===== src/rtl/pa_param_loader.sv =====
// pa_param_loader: fills the shift/multiplier/bias requant buffers from memory, then launches the PE array
//   clk, rst_n                       clock, async active-low reset
//   start, load_mask, ch_count       load request; mask bit0 shifts, bit1 multipliers, bit2 bias
//   shift_base, multi_base, bias_base byte base address of each parameter array
//   mem_req, mem_addr, read_rdy, read_acq, data   memory read handshake
//   buf_wr, buf_wr_sel, buf_idx, buf_wdata        buffer write port
//   busy, pa_start                   loader active, one-cycle PE-array launch
module pa_param_loader #(
  parameter int NUM_CH = 16,
  parameter int AW = 32
) (
  input  logic          clk,
  input  logic          rst_n,
  input  logic          start,
  input  logic [2:0]    load_mask,
  input  logic [31:0]   ch_count,
  input  logic [AW-1:0] shift_base,
  input  logic [AW-1:0] multi_base,
  input  logic [AW-1:0] bias_base,
  output logic          mem_req,
  output logic [AW-1:0] mem_addr,
  input  logic          read_rdy,
  output logic          read_acq,
  input  logic [31:0]   data,
  output logic          buf_wr,
  output logic [1:0]    buf_wr_sel,
  output logic [3:0]    buf_idx,
  output logic [31:0]   buf_wdata,
  output logic          busy,
  output logic          pa_start
);
  typedef enum logic [1:0] {IDLE, FETCH, WRITE, GO} state_t;
  state_t state, state_nx;
  logic [2:0] mask;
  logic [AW-1:0] sbase, mbase, bbase, base;
  logic [4:0] n, n_in;
  logic [1:0] sel, first_sel, next_sel;
  logic [3:0] idx;
  logic last, has_next;
  always_comb begin
    n_in = (ch_count > 32'(NUM_CH)) ? 5'(NUM_CH) : ch_count[4:0];
    first_sel = load_mask[0] ? 2'd0 : load_mask[1] ? 2'd1 : 2'd2;
    has_next = (sel == 2'd0) ? |mask[2:1] : (sel == 2'd1) && mask[2];
    next_sel = (sel == 2'd0 && mask[1]) ? 2'd1 : 2'd2;
    // idx < n-1 written without subtraction so n == 1 needs no special case
    last = ({1'b0, idx} + 5'd1) >= n;
    base = (sel == 2'd0) ? sbase : (sel == 2'd1) ? mbase : bbase;
    mem_addr = (state == FETCH) ? base + AW'({idx, 2'b00}) : '0;
    busy = state != IDLE;
    mem_req = state == FETCH;
    read_acq = state == FETCH;
    buf_wr = state == WRITE;
    pa_start = state == GO;
    state_nx = state;
    case (state)
      IDLE:  state_nx = !start ? IDLE : (n_in == 5'd0 || load_mask == 3'd0) ? GO : FETCH;
      FETCH: state_nx = read_rdy ? WRITE : FETCH;
      WRITE: state_nx = (!last || has_next) ? FETCH : GO;
      GO:    state_nx = IDLE;
    endcase
  end
  always_ff @(posedge clk or negedge rst_n) begin
    if (!rst_n) begin
      state <= IDLE;
      mask <= '0;
      sbase <= '0;
      mbase <= '0;
      bbase <= '0;
      n <= '0;
      sel <= '0;
      idx <= '0;
      buf_wr_sel <= '0;
      buf_idx <= '0;
      buf_wdata <= '0;
    end else begin
      state <= state_nx;
      if (state == IDLE && start) begin
        mask <= load_mask;
        sbase <= shift_base;
        mbase <= multi_base;
        bbase <= bias_base;
        n <= n_in;
        sel <= first_sel;
        idx <= '0;
      end
      // write-port fields are captured with the data so they hold between writes
      if (state == FETCH && read_rdy) begin
        buf_wdata <= data;
        buf_wr_sel <= sel;
        buf_idx <= idx;
      end
      if (state == WRITE) begin
        if (!last) idx <= idx + 4'd1;
        else if (has_next) begin
          sel <= next_sel;
          idx <= '0;
        end
      end
    end
  end
endmodule


===== config.mk =====
export PLATFORM = sky130hd
export DESIGN_NAME = pa_param_loader
export DESIGN_NICKNAME = d
export VERILOG_FILES = /design/src/rtl/pa_param_loader.sv
export SDC_FILE = /design/constraint.sdc
export NUM_CORES = 1
export LEC_CHECK = 0
export CAP_MARGIN = 10
export CORE_ASPECT_RATIO = 1.75
export CORE_MARGIN = 2
export CORE_UTILIZATION = 40
export DETAILED_ROUTE_END_ITERATION = 8
export PLACE_DENSITY_LB_ADDON = 0.15
export SETUP_SLACK_MARGIN = 0.1
export SYNTH_ARGS = -nofsm -noshare
export SYNTH_HDL_FRONTEND = slang
export SYNTH_SLANG_ARGS = --single-unit

===== constraint.sdc =====
create_clock -name clk -period 4.5 [get_ports clk]
set_input_delay 0.9 -clock clk [delete_from_list [all_inputs] [get_ports clk]]
set_output_delay 0.9 -clock clk [all_outputs]
set_load 0.02 [all_outputs]

Word level (Yosys, flattened, before mapping)
Index checks and enable logic that the tools add are counted.
- add/subtract/negate cells: 3
- $lt $le $gt $ge: 2
- equal/unequal tests: 4
- mux-type cells: 21
- reduce and logical (&&, ||, !) cells: 13
- operators by type and width (kind ; count):
    32-bit two-way mux ; 3
    32-bit by 6-bit adder with 32-bit output ; 1
    32-bit by 5-bit > comparator with 1-bit output, second input constant ; 1
    2-bit two-way mux ; 11
    4-bit two-way mux ; 4
    2-bit one-hot mux with 4 select lines ; 1
    4-bit by 1-bit adder with 5-bit output, second input constant ; 1
    5-bit >= comparator ; 1
    5-bit zero test ; 1
    5-bit two-way mux ; 1
    4-bit by 1-bit adder with 4-bit output, second input constant ; 1
    2-bit by 1-bit == test with 1-bit output, second input constant ; 2
    2-bit == test, second input constant ; 2
    1-bit logical AND ; 4
    2-bit zero test ; 2
    3-bit zero test ; 1
    1-bit logical OR ; 2
    2-bit nonzero test ; 1
    2-bit OR reduction ; 1
    1-bit zero test ; 1
    1-bit two-way mux ; 1
- register bits: 150
- output and inout port bits: 75
- word-level logic and storage cells: 54

Depth between registers and ports, before layout
- depth in word-level cells: 7
- depth in mapped cells: 16
- gate-level depth less buffers: 10

Worst setup path after synthesis
Ideal clock, no wire load.
- kind: register to output
- start point: register sel[1]
- end point: output mem_addr[28]
- data arrival time: 3.860 ns
- slack: -0.260 ns
- cell stages (with the launch flop): 17
- path buffers: 6
- cell sequence: dfrtp_1 -> buf_6 -> buf_2 -> buf_2 -> buf_1 -> clkbuf_1 -> buf_1 -> nand2_1 -> o21ai_0 -> ha_1 -> fa_1 -> a21o_1 -> a21oi_1 -> nor4_2 -> nand3_1 -> or4_1 -> a21oi_1
- word-level cells in the longest chain between the ends: 5
- elaborated cells between the ends (all ways): 6
- RTL lines (what ; RTL line ; text):
    from (decl) ; 37 ; logic [1:0] sel, first_sel, next_sel;
    from (signal assigned) ; 83 ; sel <= first_sel;
    from (signal assigned) ; 95 ; sel <= next_sel;
    2-bit by 1-bit == test with 1-bit output ; 47 ; base = (sel == 2'd0) ? sbase : (sel == 2'd1) ? mbase : bbase;
    32-bit two-way mux ; 47 ;
    32-bit two-way mux * ; 47 ;
    32-bit by 6-bit adder with 32-bit output * ; 48 ; mem_addr = (state == FETCH) ? base + AW'({idx, 2'b00}) : '0;
    32-bit two-way mux * ; 48 ;
    to (decl) ; 21 ; output logic [AW-1:0] mem_addr,
Every way passes the cells marked *; elsewhere a longest branch is shown, timed or not.

Worst setup path in the final report
- start point: register sel[0]
- end point: output mem_addr[13]
The elaborated chain is that of the path after synthesis.

==> impl_metrics.env <==
export IMPL_clock_latency_ns=0.42
export IMPL_crit_required_ns=3.60
export IMPL_cts_tree="yes"
export IMPL_synthTopCellsByArea="dfrtp_1, nand2_1, mux2_2, mux2i_1, o21ai_0"
export IMPL_slowest_delay_ns=0.63
export IMPL_drv_cap=0
export IMPL_max_slew_worst_pin_slew_ns=1.07
export IMPL_die_area_um2=19700
export IMPL_dp_hpwl_um=15000
export IMPL_fp_dieH_um=184
export IMPL_crit_type="reg2out"
export IMPL_yosys_warnings=0
export IMPL_ys_ff_latch=149
export IMPL_cts_root_buf="clkbuf_16"
export IMPL_drt_first_pass_iters=4
export IMPL_cp_cell_sequence="buf_4, mux2_2, mux2i_1, or4_1, o21ai_0, a21oi_1, clkdlybuf4s50_1"
export IMPL_synth_most_common_cell="nand2_1"
export IMPL_r2r_setup_slack_ns=1.57
export IMPL_worst_setup_path_start_kind="register"
export IMPL_avgRoutedWirePerCell_um=16.1
export IMPL_busiest_layer="met2"
export IMPL_core_um2=18100
export IMPL_crit_family="buffers and inverters"
export IMPL_fp_dieW_um=107
export IMPL_holdCritPathClass="reg2reg"
export IMPL_via_per_inst=5.01
export IMPL_post_route_period_util=0.929
export IMPL_outcome="finished, final reports clean"
export IMPL_synth_distinct_cells=53
export IMPL_hold_buffers=0
export IMPL_grt_overflow=0
export IMPL_drv_slew=0
export IMPL_synth_area_um2=7420
export IMPL_cts_max_level=4
export IMPL_synthCells=820
export IMPL_io_buffer_count=241
export IMPL_syn_avg_cell_area_um2=9.05
export IMPL_synth_area_leader_cell="dfrtp_1"
export IMPL_ioPinCount=242
export IMPL_syn2layout_area_growth_pct=42.6
export IMPL_async_flop_share=1.00
export IMPL_gp_congestion=0.852
export IMPL_netlist_area_leader_share=0.502
export IMPL_worstSetupStartpoint="sel[0]"
export IMPL_synth_common_cells="nand2_1, dfrtp_1, mux2_2"
export IMPL_r2r_cells=6
export IMPL_synth_edff_count=0
export IMPL_power_density_nw_per_um2=666
export IMPL_p_total_mw=7.05
export IMPL_row_count=65
export IMPL_crit_buf_inv=2
export IMPL_clkTransAtPathRegs_ns=0.06
export IMPL_p_leak_nw=4.80
export IMPL_clockBufferDepth=2
export IMPL_endpoint_kind="output port"
export IMPL_report_final_hold_viol_count=0
export IMPL_yosysSeqAreaShare=0.502
export IMPL_hold_start="bbase[23]"
export IMPL_min_period_ns=4.18
export IMPL_worstSetupPathDepth=7
export IMPL_dr_first_iter_drc_count=255
export IMPL_wl_um=20900
export IMPL_vdd_ir_drop_max_mv=0.442
export IMPL_numCtsBuffers=17
export IMPL_via_count=6519
export IMPL_grt_max_degree=113
export IMPL_finalSetupViolCount=0
export IMPL_final_util=0.584
export IMPL_antenna_found_initial=3
export IMPL_drc=0
export IMPL_worst_ep_arrival_time_ns=3.28
export IMPL_antenna_left=0
export IMPL_fin_nets=1229
export IMPL_critPathCapture="mem_addr[13]"
export IMPL_start_util=0.409
export IMPL_grt_pass1_vias=6847
export IMPL_clock_skew_ns=0.00912
export IMPL_grtUsageMet3=0.0654
export IMPL_grtUsageTotal=0.218
export IMPL_timing_fmax_ghz=0.239
export IMPL_met1_usage=0.230
export IMPL_hold_depth=2
export IMPL_critPathMaxFanout=13
export IMPL_regToRegEndpoint="buf_wdata[24]"
export IMPL_slowest_stage="clkdlybuf4s50_1"
export IMPL_synth_fp_nets=998
export IMPL_drive_gt1_frac=0.119
export IMPL_slew_headroom=0.284
export IMPL_grt_setup_unrepaired="false"
export IMPL_finalSetupTns_ns=0
export IMPL_synth_main_ff_cell="dfrtp_1"
export IMPL_grt_pass1_wl_um=33200
export IMPL_timing_rr_start="state[1]"
export IMPL_cts_sinks=149
export IMPL_met2_usage=0.390
==> where the power goes <==
part           internal (mW)  switching, mW
logic                   1.48           1.93
registers               1.95          0.354
clock network          0.772          0.568
==> tightest hold or removal path, delay by kind of cell (launching register included) <==
| kind | cells | cell delay [ns] |
|---|---|---|
| flip-flops | 1 | 0.34 |
| AND/OR/NAND/NOR | 2 | 0.11 |
==> stage by stage <==
step / setup slack [ns] / cell area [um2] / std cells / hold slack (ns)
after floorplan: 0.127 / 7450 / 820 / 0.438
after global placement: 0.282 / 10000 / 1260 / 0.453
after detailed placement: 0.171 / 10000 / 1260 / 0.462
after CTS: 0.112 / 10600 / 1297 / 0.477
after global routing: 0.128 / 10600 / 1300 / 0.487
final: 0.320 / 10600 / 1300 / 0.474
==> routing by layer <==
metal,share of wire,routed length (um)
met5,0,0
met4,0.036,759
met3,0.065,1360
met2,0.52,10800
met1,0.38,7960
==> cell families after synthesis <==
logic type / synth area share
adders and majority gates: 0.0196
muxes: 0.111
AOI/OAI and AO/OA: 0.0784
DFF: 0.502
xor gates and xnor gates: 0.0142
buffers and inverters: 0.0361
and+or+nand+nor: 0.239
==> sequential cells by signal, indices dropped and copies added (netlist names), 4 cells and up <==
| signal | count |
|---|---|
| n | 5 |
| buf_wdata | 32 |
| idx | 4 |
| mbase | 32 |
| sbase | 32 |
| bbase | 32 |
| buf_idx | 4 |
==> cells in the final DEF, fill, tap and decap left out, types with 4 or more instances in the layout <==
cell type / instances
nor4_1: 9
clkbuf_2: 15
xnor2_1: 7
o31ai_1: 7
nor2_1: 17
inv_1: 9
clkbuf_16: 17
dlygate4sd2_1: 4
nand2b_1: 6
mux2i_1: 32
mux2_2: 41
o21ai_1: 10
ha_1: 9
xor2_1: 5
clkinvlp_4: 6
nand4_1: 8
or3_1: 6
buf_4: 14
a21oi_2: 6
or4_1: 9
o21ai_0: 26
clkdlybuf4s50_1: 219
dfrtp_1: 147
nand3_1: 5
nor3_1: 5
o22ai_1: 4
a21o_1: 4
o21a_1: 9
nand2_1: 337
a21oi_1: 17
==> worst min path at each step <==
stage,end
CTS,bbase[13]
global route,bbase[13]
global placement,mbase[8]
floorplan,sbase[15]
detailed placement,mbase[14]
finish,bbase[23]
==> layout make-up <==
type | count | area (um2)
inverter | 10 | 37.5
antenna | 3 | 7.51
tap | 234 | 293
clock inverter | 11 | 106
timing repair buffer | 257 | 2470
clock buffer | 20 | 447
multi-input combinational | 616 | 3490
fill | 1671 | 7550
sequential | 149 | 3730
==> what timing repair did <==
action | CTS | global route
pin swaps | 4 | 0
setup buffers | 6 | 0
resized for setup | 23 | 38
endpoints found under the setup margin | 17 | 19
Power figures use the tool's default switching activity.
==> edit: new RTL, same settings <==
Make the reset (`rst_n`) synchronous in one clocked block. Comments in the files are not updated.
--- a/src/rtl/pa_param_loader.sv
+++ b/src/rtl/pa_param_loader.sv
@@ -59,7 +59,7 @@
       GO:    state_nx = IDLE;
     endcase
   end
-  always_ff @(posedge clk or negedge rst_n) begin
+  always_ff @(posedge clk) begin
     if (!rst_n) begin
       state <= IDLE;
       mask <= '0;
Behaviour: differs if rst_n is asserted again (counterexample within 4 cycles, from zero or initial values and one cycle with rst_n low); with rst_n held inactive, the same outputs for 4 cycles.
==> edit against the unedited design <==
Sequential cell count stayed put; count of clock-buffer cells in the layout is the same; hold slack got worse by 0.023 ns; wire length fell by 3.7%; cell area shrank 3.5%; area after synthesis fell by 4.6%; critical path depth is 5 higher; worst setup slack lost 0.16 ns; critical endpoint is now mem_addr[30].
Power is not compared: it rests on default switching activity, and its combinational part moved more than twofold at a synthesized area within 25%.
==> edit: results (changes against the unedited design) <==
crit-path max cell delay a little over 0.6 ns; DRT Pass-1 Iters 4 (unchanged); worst skew pair latency 0.42 ns (about the same); worst clock skew 0.0123 ns (was 0.00912 ns); Sw Ratio 27.6%; Clock Path Buffers 2 (unchanged); layout net count 1,303 (was 1,229); Rel. slew slack 29.0% (was 28.4%); worst hold endpoint mask[1] (was bbase[23]); global-route wire length before repair 32,800 um (was 33,200 um); share of layout cells above drive strength 1 6.85% (was 11.9%); crit path DAT 3.44 ns (was 3.28 ns); largest net degree at the start of global routing 102 (was 113); Detail Placement HPWL 14,200 um (was 15,000 um); DR vias 6,822 (was 6,519); R2R cell count 6 (unchanged); routed len/inst 14.7 um (was 16.1 um); Netlist cell types 64 (was 53); P_leak 3.80 nW; CTS buffer count 17 (unchanged); DR iter-0 viols 245 (was 255); min-delay src mask[1] (was bbase[23]); Worst Path Max Fanout 6 (was 13); Area contributors post-synth dfxtp_1 (42%), nand2_1 (16%), a21oi_1 (11%) (was dfrtp_1 (50%), nand2_1 (17%), mux2_2 (6.2%)); Hold Path Cell Cnt 2 (unchanged); reg-to-reg critical path endpoint buf_wdata[0] (was buf_wdata[24]); worst ir drop on vdd 0.218 mV; initial antenna violation count 1 (was 3); Reg2Reg Launch Point state[1] (unchanged); clock-pin transition on the worst setup and hold timing paths 0.06 ns (about the same); synth cell count leaders nand2_1 (307), a21oi_1 (152), dfxtp_1 (149), clkbuf_1 (52), mux2i_1 (39) (was nand2_1 (338), dfrtp_1 (149), mux2_2 (41), mux2i_1 (32), clkbuf_1 (30)); Fin Hold WS 0.451 ns (was 0.474 ns); synth warn 0 (unchanged); MaxCap Viol Count 0 (unchanged); Port Buffers 241 (unchanged); Post-Syn Nets 1,095 (was 998); sequential area share after synthesis 42.1% (was 50.2%); overall routing resource usage 21.5% (was 21.8%); Hold Path Class reg -> reg (unchanged); reg2reg setup slack 1.93 ns (was 1.57 ns); Synth async-reset ratio 0% (was 100%); vias in the first global route 6,623 (was 6,847); status finished, final reports clean (unchanged); Final Wtd Congestion 0.802 (was 0.852); Root Buffer Master clkbuf_16 (unchanged); # H-tree levels 4 (unchanged); crit path max-delay cell type clkdlybuf4s50_1 (unchanged)
## edit: what timing repair did
action	4_1_cts	5_1_grt
gates resized for setup	13	12
endpoints found under the setup margin	15	18
buffers inserted	0	0
## edit: worst max path at each step
stage,from,end,slack [ns],cells after the start
2_1_floorplan,sel[1],mem_addr[26],0.11,15
3_3_place_gp,sel[0],mem_addr[26],0.35,12
3_5_place_dp,sel[0],mem_addr[26],0.28,12
4_1_cts,sel[0],mem_addr[30],0.11,12
5_1_grt,sel[0],mem_addr[30],0.005,12
6_report,sel[0],mem_addr[30],0.16,12
## edit: stage by stage
stage | util, % | cell area, sq um | instances | setup slack [ns] | power (mW)
3_3_place_gp | 55.1 | 9610 | 1337 | 0.353 | 2.06
2_1_floorplan | - | 7090 | 917 | 0.107 | 1.79
6_report | 58.5 | 10200 | 1370 | 0.159 | 3.40
3_5_place_dp | 55.1 | 9610 | 1337 | 0.277 | 2.07
4_1_cts | 58.4 | 10200 | 1369 | 0.105 | 3.44
5_1_grt | 58.5 | 10200 | 1370 | 0.00494 | 3.56
## edit: layer usage
metal  share of wire (%)  global-route usage, %
met2                  52                   40.0
met5                   0                      0
met1                  41                   24.4
met3                 3.6                   2.86
met4                 2.4                   8.80
## edit: worst max-delay path, delay by kind of cell (launching register included)
family | cells | cell delay, ns
and+or+nand+nor | 3 | 0.30
muxes | 2 | 0.36
AOI/OAI and AO/OA | 3 | 0.52
adders and majority gates | 2 | 0.64
buffers and inverters | 2 | 0.80
DFF | 1 | 0.42
## edit: logic make-up after synthesis
| group | Yosys count | share of synthesized area (%) |
|---|---|---|
| adder cells (fa/ha/maj) | 11 | 2.05 |
| multiplexers | 51 | 7.45 |
| flip-flops | 149 | 42.1 |
| AND/OR/NAND/NOR | 415 | 26.1 |
| buffers and inverters | 73 | 4.71 |
| AO/OA/AOI/OAI | 203 | 15.7 |
| XOR/XNOR | 15 | 1.85 |
## edit: final cells by class
type,count,area [sq um]
Clock buffer,20,447
Clock inverter,12,120
Timing Repair Buffer,254,2540
Antenna cell,1,2.50
Tap cell,231,289
Sequential cell,149,2990
Multi-Input combinational cell,695,3790
Fill cell,1714,7240
Inverter,8,32.5
## edit: power by group through the flow
stage          Sequential, mW  Combinational (mW)  Clock [mW]
4_1_cts                  1.44               0.599        1.41
3_5_place_dp             1.47               0.598           0
3_3_place_gp             1.47               0.593           0
6_report                 1.44               0.591        1.37
2_1_floorplan            1.47               0.314           0
5_1_grt                  1.45               0.649        1.47
